[config.mk]
export PLATFORM = sky130hd
export DESIGN_NAME = instr_fetch_unit
export DESIGN_NICKNAME = d
export VERILOG_FILES = /design/src/rtl/instr_fetch_unit.sv
export SDC_FILE = /design/constraint.sdc
export NUM_CORES = 1
export LEC_CHECK = 0
export CAP_MARGIN = 20
export CORE_UTILIZATION = 52
export DETAILED_ROUTE_END_ITERATION = 8
export PLACE_DENSITY = 0.84
export RECOVER_POWER = 50
export SYNTH_ARGS = -nofsm -noshare
export SYNTH_HDL_FRONTEND = slang
export SYNTH_SLANG_ARGS = --single-unit
[constraint.sdc]
create_clock -name clk -period 20.4 [get_ports clk]
set_input_delay 4.08 -clock clk [delete_from_list [all_inputs] [get_ports clk]]
set_output_delay 4.08 -clock clk [all_outputs]
set_load 0.005 [all_outputs]
[src/rtl/instr_fetch_unit.sv]
// Fetch stage: issues one instruction-memory read at a time for the current PC and queues
// returned {pc, instr} pairs in a small FIFO for decode. Flush drops queued and in-flight work.
module instr_fetch_unit #(
   parameter int unsigned WIDTH = 32,
   parameter int unsigned DEPTH = 2
) (
   input  logic             clk,
   input  logic             rst,
   input  logic [WIDTH-1:0] pc_i,
   output logic             pc_advance_o,
   input  logic             flush_i,
   output logic             imem_req_o,
   output logic [WIDTH-1:0] imem_addr_o,
   input  logic             imem_gnt_i,
   input  logic             imem_rvalid_i,
   input  logic [WIDTH-1:0] imem_rdata_i,
   output logic             if_valid_o,
   input  logic             if_ready_i,
   output logic [WIDTH-1:0] if_pc_o,
   output logic [WIDTH-1:0] if_instr_o
);

   localparam int unsigned CntW = $clog2(DEPTH + 1);
   localparam int unsigned PtrW = (DEPTH > 1) ? $clog2(DEPTH) : 1;
   localparam logic [CntW-1:0] DepthCnt = CntW'(DEPTH);
   localparam logic [CntW-1:0] DepthM1Cnt = CntW'(DEPTH - 1);
   localparam logic [PtrW-1:0] LastPtr = PtrW'(DEPTH - 1);

   typedef enum logic [1:0] {StIdle, StReq, StRsp, StDrop} state_e;

   state_e           state_q, state_d;
   logic [WIDTH-1:0] req_pc_q, req_pc_d;
   logic [CntW-1:0]  count_q, count_d, count_pop;
   logic [PtrW-1:0]  wr_ptr_q, wr_ptr_d, rd_ptr_q, rd_ptr_d;
   logic [WIDTH-1:0] pc_mem_q    [DEPTH];
   logic [WIDTH-1:0] instr_mem_q [DEPTH];
   logic             push, pop;

   function automatic logic [PtrW-1:0] ptr_inc(input logic [PtrW-1:0] p);
      return (p == LastPtr) ? '0 : p + 1'b1;
   endfunction

   assign if_valid_o  = (count_q != '0);
   assign pop         = if_valid_o & if_ready_i & ~flush_i;
   assign count_pop   = count_q - CntW'(pop);
   assign imem_addr_o = imem_req_o ? {pc_i[WIDTH-1:2], 2'b00} : '0;
   assign if_pc_o     = if_valid_o ? pc_mem_q[rd_ptr_q] : '0;
   assign if_instr_o  = if_valid_o ? instr_mem_q[rd_ptr_q] : '0;

   always_comb begin
      state_d      = state_q;
      req_pc_d     = req_pc_q;
      push         = 1'b0;
      pc_advance_o = 1'b0;
      imem_req_o   = 1'b0;
      unique case (state_q)
         StIdle: begin
            if (!flush_i && (count_pop < DepthCnt)) state_d = StReq;
         end
         StReq: begin
            imem_req_o = 1'b1;
            if (imem_gnt_i) begin
               if (flush_i) begin
                  state_d = StDrop;
               end else begin
                  pc_advance_o = 1'b1;
                  req_pc_d     = pc_i;
                  state_d      = StRsp;
               end
            end else if (flush_i) begin
               state_d = StIdle;
            end
         end
         StRsp: begin
            if (imem_rvalid_i) begin
               if (flush_i) begin
                  state_d = StIdle;
               end else begin
                  push = 1'b1;
                  // Re-request only if a slot is still free once this push lands.
                  state_d = (count_pop < DepthM1Cnt) ? StReq : StIdle;
               end
            end else if (flush_i) begin
               state_d = StDrop;
            end
         end
         StDrop: begin
            if (imem_rvalid_i) state_d = StIdle;
         end
         default: state_d = StIdle;
      endcase
   end

   always_comb begin
      count_d  = count_pop + CntW'(push);
      wr_ptr_d = push ? ptr_inc(wr_ptr_q) : wr_ptr_q;
      rd_ptr_d = pop ? ptr_inc(rd_ptr_q) : rd_ptr_q;
      if (flush_i) begin
         count_d  = '0;
         wr_ptr_d = '0;
         rd_ptr_d = '0;
      end
   end

   always_ff @(posedge clk) begin
      if (rst) begin
         state_q  <= StIdle;
         req_pc_q <= '0;
         count_q  <= '0;
         wr_ptr_q <= '0;
         rd_ptr_q <= '0;
      end else begin
         state_q  <= state_d;
         req_pc_q <= req_pc_d;
         count_q  <= count_d;
         wr_ptr_q <= wr_ptr_d;
         rd_ptr_q <= rd_ptr_d;
      end
   end

   always_ff @(posedge clk) begin
      if (push) begin
         pc_mem_q[wr_ptr_q]    <= req_pc_q;
         instr_mem_q[wr_ptr_q] <= imem_rdata_i;
      end
   end

endmodule

# ---- Word level (Yosys, flattened, before mapping)
# Memories as Yosys holds them, arrays and structs flattened. A register that Yosys moved wholly into a read port is not among the register bits.
# Cells that the tools add are included.
dict set report word_totals {
  reg_bits 38
  ramBits 128
  in_bits 70
  out_inout_bits 99
  elab_cells 57
  memories 2
}
dict set report op_classes {
  add_sub_neg 4
  order_cmp 2
  n_eq_ne 7
  muxes 27
  bitwise_logic 3
  reduce_logical 7
}
# memory words word_bits read_ports rd_ports_with_merged_regs wr line_no
set memory_table {}
lappend memory_table {instr_mem_q 2 32 1 1 1 36} ;# logic [WIDTH-1:0] instr_mem_q [DEPTH];
lappend memory_table {pc_mem_q 2 32 1 1 1 35} ;# logic [WIDTH-1:0] pc_mem_q [DEPTH];
# operator n
set ops {}
lappend ops {{$mux 32} 3}
lappend ops {{$mux 1} 17}
lappend ops {{$mux 2} 6}
lappend ops {{$pmux 2 s4} 1}
lappend ops {{$ne 3x3->1 const B} 2}
lappend ops {{$eq 2x2->1 const B} 2}
lappend ops {{$ne 2x2->1 const B} 2}
lappend ops {{$reduce_and 4->1} 1}
lappend ops {{$reduce_and 3->1} 1}
lappend ops {{$add 1x1->1 const B} 2}
lappend ops {{$add 2x1->2} 1}
lappend ops {{$and 1x1->1} 2}
lappend ops {{$eq 2x1->1 const B} 1}
lappend ops {{$logic_not 2->1} 1}
lappend ops {{$lt 2x1->1 const B} 1}
lappend ops {{$lt 2x2->1 const B} 1}
lappend ops {{$reduce_bool 2->1} 1}
lappend ops {{$reduce_or 2->1} 1}
lappend ops {{$sub 2x1->2} 1}
lappend ops {{$logic_and 1x1->1} 1}
lappend ops {{$logic_not 1->1} 1}
lappend ops {{$not 1->1} 1}

# ---- Longest topological paths before layout
dict set report depth {
  ltp_word 9
  depth_mapped 9
  mapped_depth_nobuf 9
}

# ---- Worst setup path after synthesis
# Ideal clock, no wire load.
dict set report synth_path {
  path_type {input port to flip-flop}
  from {in flush_i}
  to {mem instr_mem_q[0][0], enable pin}
  setup_ps 644
  arrival_ps 10396
  required_ps 19756
  slack_ps 9360
  stages 2
  n_path_buf 1
  cell_sequence {buf_1 > nor4_1}
}
dict set report synth_between {
  elab_chain_cells 5
}
# item line_no
set synth_lines {}
lappend synth_lines {{start: declaration} 11} ;# input logic flush_i,
lappend synth_lines {{$mux 1} 76} ;# if (flush_i) begin
lappend synth_lines {{$mux 1} 75} ;# if (imem_rvalid_i) begin
lappend synth_lines {{$mux 1} 56} ;# unique case (state_q)
lappend synth_lines {{$mux 1} 122} ;# if (push) begin
lappend synth_lines {{$mux 1 (implied by the code)} 124} ;# instr_mem_q[wr_ptr_q] <= imem_rdata_i;
lappend synth_lines {{end: declaration} 36}
# Every way passes these cells.

# ---- Final worst setup path
dict set report layout_path {
  from {in flush_i}
  to {out pc_advance_o}
}
dict set report layout_between {
  elab_chain_cells 3
}
# item line_no
set layout_lines {}
lappend layout_lines {{$mux 1} 63} ;# if (flush_i) begin
lappend layout_lines {{$mux 1} 62} ;# if (imem_gnt_i) begin
lappend layout_lines {{$mux 1} 56}
lappend layout_lines {{end: declaration} 10} ;# output logic pc_advance_o,
# Every way passes these cells.

==> results.py <==
metrics = {
    "run": {
        "drv_cap": 2,
    },
    "place": {
        "hpwl_um": 8360,
        "io_buffers": 166,
        "placedCellCount": 798,
        "dpl-instance-area_mm2": 0.00825,
        "gp_congestion": 0.772,
        "pre_cts_ws_ns": 9.90,
    },
    "worst_setup_path": {
        "r2r_slack_ns": 16.57,
        "crit_chain": "dlygate4sd3_1 -> inv_1 -> nand3_4 -> clkinv_2 -> clkdlybuf4s50_1",
        "critical_path_required_ns": 16.32,
        "slowest_delay_ns": 0.83,
        "r2r_start": "state_q[0]",
        "worst_setup_path_start_kind": "primary input",
        "cp_max_fo": 33,
        "crit_arrival_ns": 6.54,
        "regToRegEndpoint": "instr_mem_q[0][27]",
        "cp_slowest_cell": "dlygate4sd3_1",
        "end_kind": "output pin",
        "ff2ff_path_depth": 2,
        "path_class": "in -> out",
    },
    "finish": {
        "layout-drive-gt1-share": 0.0529,
        "fin_cells": 830,
        "ff_latch_area_mm2": 0.00463,
        "stdcell_area_mm2": 0.00886,
        "nFillCells": 837,
        "final_nets": 721,
        "multiInputGateArea_mm2": 0.00170,
        "antenna_cells": 0,
        "area_growth_pct": 36.4,
        "post-route-util": 0.732,
    },
    "pwr": {
        "finalPower_mw": 0.738,
        "power.switching_mw": 0.143,
        "intPower_mw": 0.594,
        "seqPwrFrac": 0.502,
        "ir_drop_v": 0.0000602,
        "swShare": 0.194,
        "combPwrFrac": 0.055,
        "p_clk_frac": 0.443,
        "leakage_nw": 2.95,
        "cellPowerDensity_mw_per_mm2": 83.3,
    },
    "detailed_routing": {
        "vias": 4242,
        "avgViaCountPerCell": 5.11,
        "routedWlPerCell_um": 16.0,
        "finalWirelength_um": 13300,
        "dr.pass1.iters": 4,
        "ant_nets": 0,
        "dr.first_iter.drc_count": 257,
        "drc": 0,
    },
    "global_routing": {
        "first_global_vias": 4247,
        "grt_max_degree": 65,
        "grt_antenna_before_repair": 0,
        "track_usage": 0.213,
        "overflow": 0,
        "grt_pass1_wl_um": 20700,
    },
    "sta": {
        "fin_tns_setup_ns": 0,
        "finalSetupViolCount": 0,
        "worst_slack_ns": 9.78,
        "tightest_slew_ns": 3.62,
        "slew_violations": 105,
        "fin_crit_sh": 0.521,
        "fin_skew_ns": 0.00872,
        "fmax_mhz": 94.2,
        "hold_viol": 0,
        "holdWs_ns": 0.448,
        "rsz0062_at_grt": "false",
        "period_minus_slack_ns": 10.62,
        "max_slew_margin": -1.42,
    },
    "outcome": {
        "status": "finished with violations",
        "violations": "capacitance limit, slew limit",
    },
    "yosys": {
        "netlist-cell-type-count": 27,
        "yosys-top-cells-area": "edfxtp_1 (59%), dfxtp_1 (12%), mux2i_1 (9.9%)",
        "synth-seq-area-share": 0.712,
        "synth_top_area_cell": "edfxtp_1",
        "yosys.area.top_type_share": 0.592,
        "synth-seq-cells": 167,
        "synth_area_mm2": 0.00650,
        "syn_inst": 491,
        "synth_area_per_cell_um2": 13.2,
        "ys_warn_count": 0,
    },
    "die": {
        "die_w_um": 114,
        "num_rows": 40,
        "pin_count": 169,
        "die-area_mm2": 0.0129,
        "fp.dieH_um": 114,
        "core_region_area_mm2": 0.0121,
        "initial_core_util": 0.536,
    },
    "clocking": {
        "h-tree-depth": 4,
        "numCtsBuffers": 17,
        "cts_num_sinks": 167,
        "postCtsSetupBuffers": 0,
        "cts_tree": "done",
        "cts_root_buf": "clkbuf_16",
        "clk_path_buf_depth": 2,
        "clock_latency_ns": 0.41,
        "clkTransAtPathRegs_ns": 0.06,
        "cts_resized": 0,
        "postCtsHoldBufs": 0,
    },
    "hold_path": {
        "hp-start": "req_pc_q[30]",
        "hold-path-cell-count": 0,
        "worstHoldEndpoint": "pc_mem_q[1][30]",
        "min_path_type": "reg -> reg",
    },
}
-- area by class of cell --
class,instances,area share
Tap cell,168,0.0237
Sequential cell,167,0.522
Timing Repair Buffer,169,0.189
Multi-Input combinational cell,288,0.192
Inverter,6,0.00268
Clock buffer,24,0.0580
Clock inverter,8,0.0120
-- worst max-delay path by stage --
| stage | cells after the start | slack (ns) | end | startpoint |
|---|---|---|---|---|
| 2_1_floorplan | 2 | 9.36 | instr_mem_q[0][0] | flush_i |
| 6_report | 5 | 9.78 | pc_advance_o | flush_i |
| 4_1_cts | 5 | 9.89 | pc_advance_o | flush_i |
| 3_5_place_dp | 5 | 9.90 | pc_advance_o | flush_i |
| 3_3_place_gp | 5 | 10.00 | pc_advance_o | flush_i |
| 5_1_grt | 5 | 9.64 | pc_advance_o | flush_i |
-- critical path: cells and delay by family --
kind / cells / cell delay, ns
and+or+nand+nor: 1 / 0.33
buffers and inverters: 4 / 2.12
-- registers in the layout, summed over array words and instances (netlist names), named ones only --
signal and cells:
count_q 2, instr_mem_q 64, pc_mem_q 64, rd_ptr_q 1, req_pc_q 32, state_q 2
wr_ptr_q 1
-- logic make-up (layout without fill, tap and decap cells) --
family          after synthesis  after routing  synth area share
compound gates               36             36            0.0293
xor+xnor                      4              4           0.00539
fa+ha+maj                     2              2           0.00385
buf+inv                      37            207            0.0287
flops                       167            167             0.712
mux                          64             64            0.0986
other cells                   1              2          0.000577
simple gates                180            180             0.122
-- synth_stat cells --
cell       number
nand2_1        68
buf_6           3
o2bb2ai_1       1
xnor2_1         2
nor4_1          2
nand2b_1        1
xor2_1          2
nor3b_1         1
nand3_4         1
conb_1          1
clkbuf_1       13
nor2_1         67
and2b_1         1
edfxtp_1      128
buf_1           2
dfxtp_1        39
ha_1            2
inv_1           5
buf_2          10
a21boi_0        1
nor3_1          8
and2_1         31
clkinv_2        1
buf_4           3
a221oi_1        1
mux2i_1        64
a21oi_1        33
-- placed cells by master (no fill, tap or decap) --
cell / n
nand3_4: 1
clkinv_2: 1
a221oi_1: 1
nor3b_1: 1
clkbuf_8: 2
clkinv_4: 2
o2bb2ai_1: 1
and2_1: 30
nor2_1: 66
conb_1: 2
clkdlybuf4s50_1: 131
clkinvlp_4: 1
ha_1: 2
dlygate4sd3_1: 35
edfxtp_1: 128
inv_1: 5
nand2b_1: 1
a21boi_0: 1
clkbuf_16: 19
mux2i_1: 64
xor2_1: 2
dfxtp_4: 1
and2_4: 1
and2b_1: 1
inv_4: 2
buf_4: 1
nor2_4: 1
xnor2_1: 2
nor3_1: 8
a21oi_1: 33
clkbuf_1: 5
nand2_1: 68
bufinv_16: 2
dfxtp_1: 38
inv_6: 1
nor4_1: 2
-- power by group through the flow --
stage | Combinational (mW) | Sequential [mW] | Clock, mW
floorplan | 0.0149 | 0.377 | 0
global placement | 0.0399 | 0.377 | 0
detailed placement | 0.0414 | 0.377 | 0
CTS | 0.0419 | 0.370 | 0.332
global route | 0.0435 | 0.371 | 0.347
finish | 0.0402 | 0.370 | 0.327
-- metal layers --
layer / vias to the layer above / GRT usage / part of all wire
li1: 2026 / - / -
met5: - / 0 / 0
met1: 2049 / 0.248 / 0.40
met3: 10 / 0.0547 / 0.062
met2: 157 / 0.381 / 0.53
met4: 0 / 0.0753 / 0.0091
No activity file was read; power rests on OpenSTA's default activity.
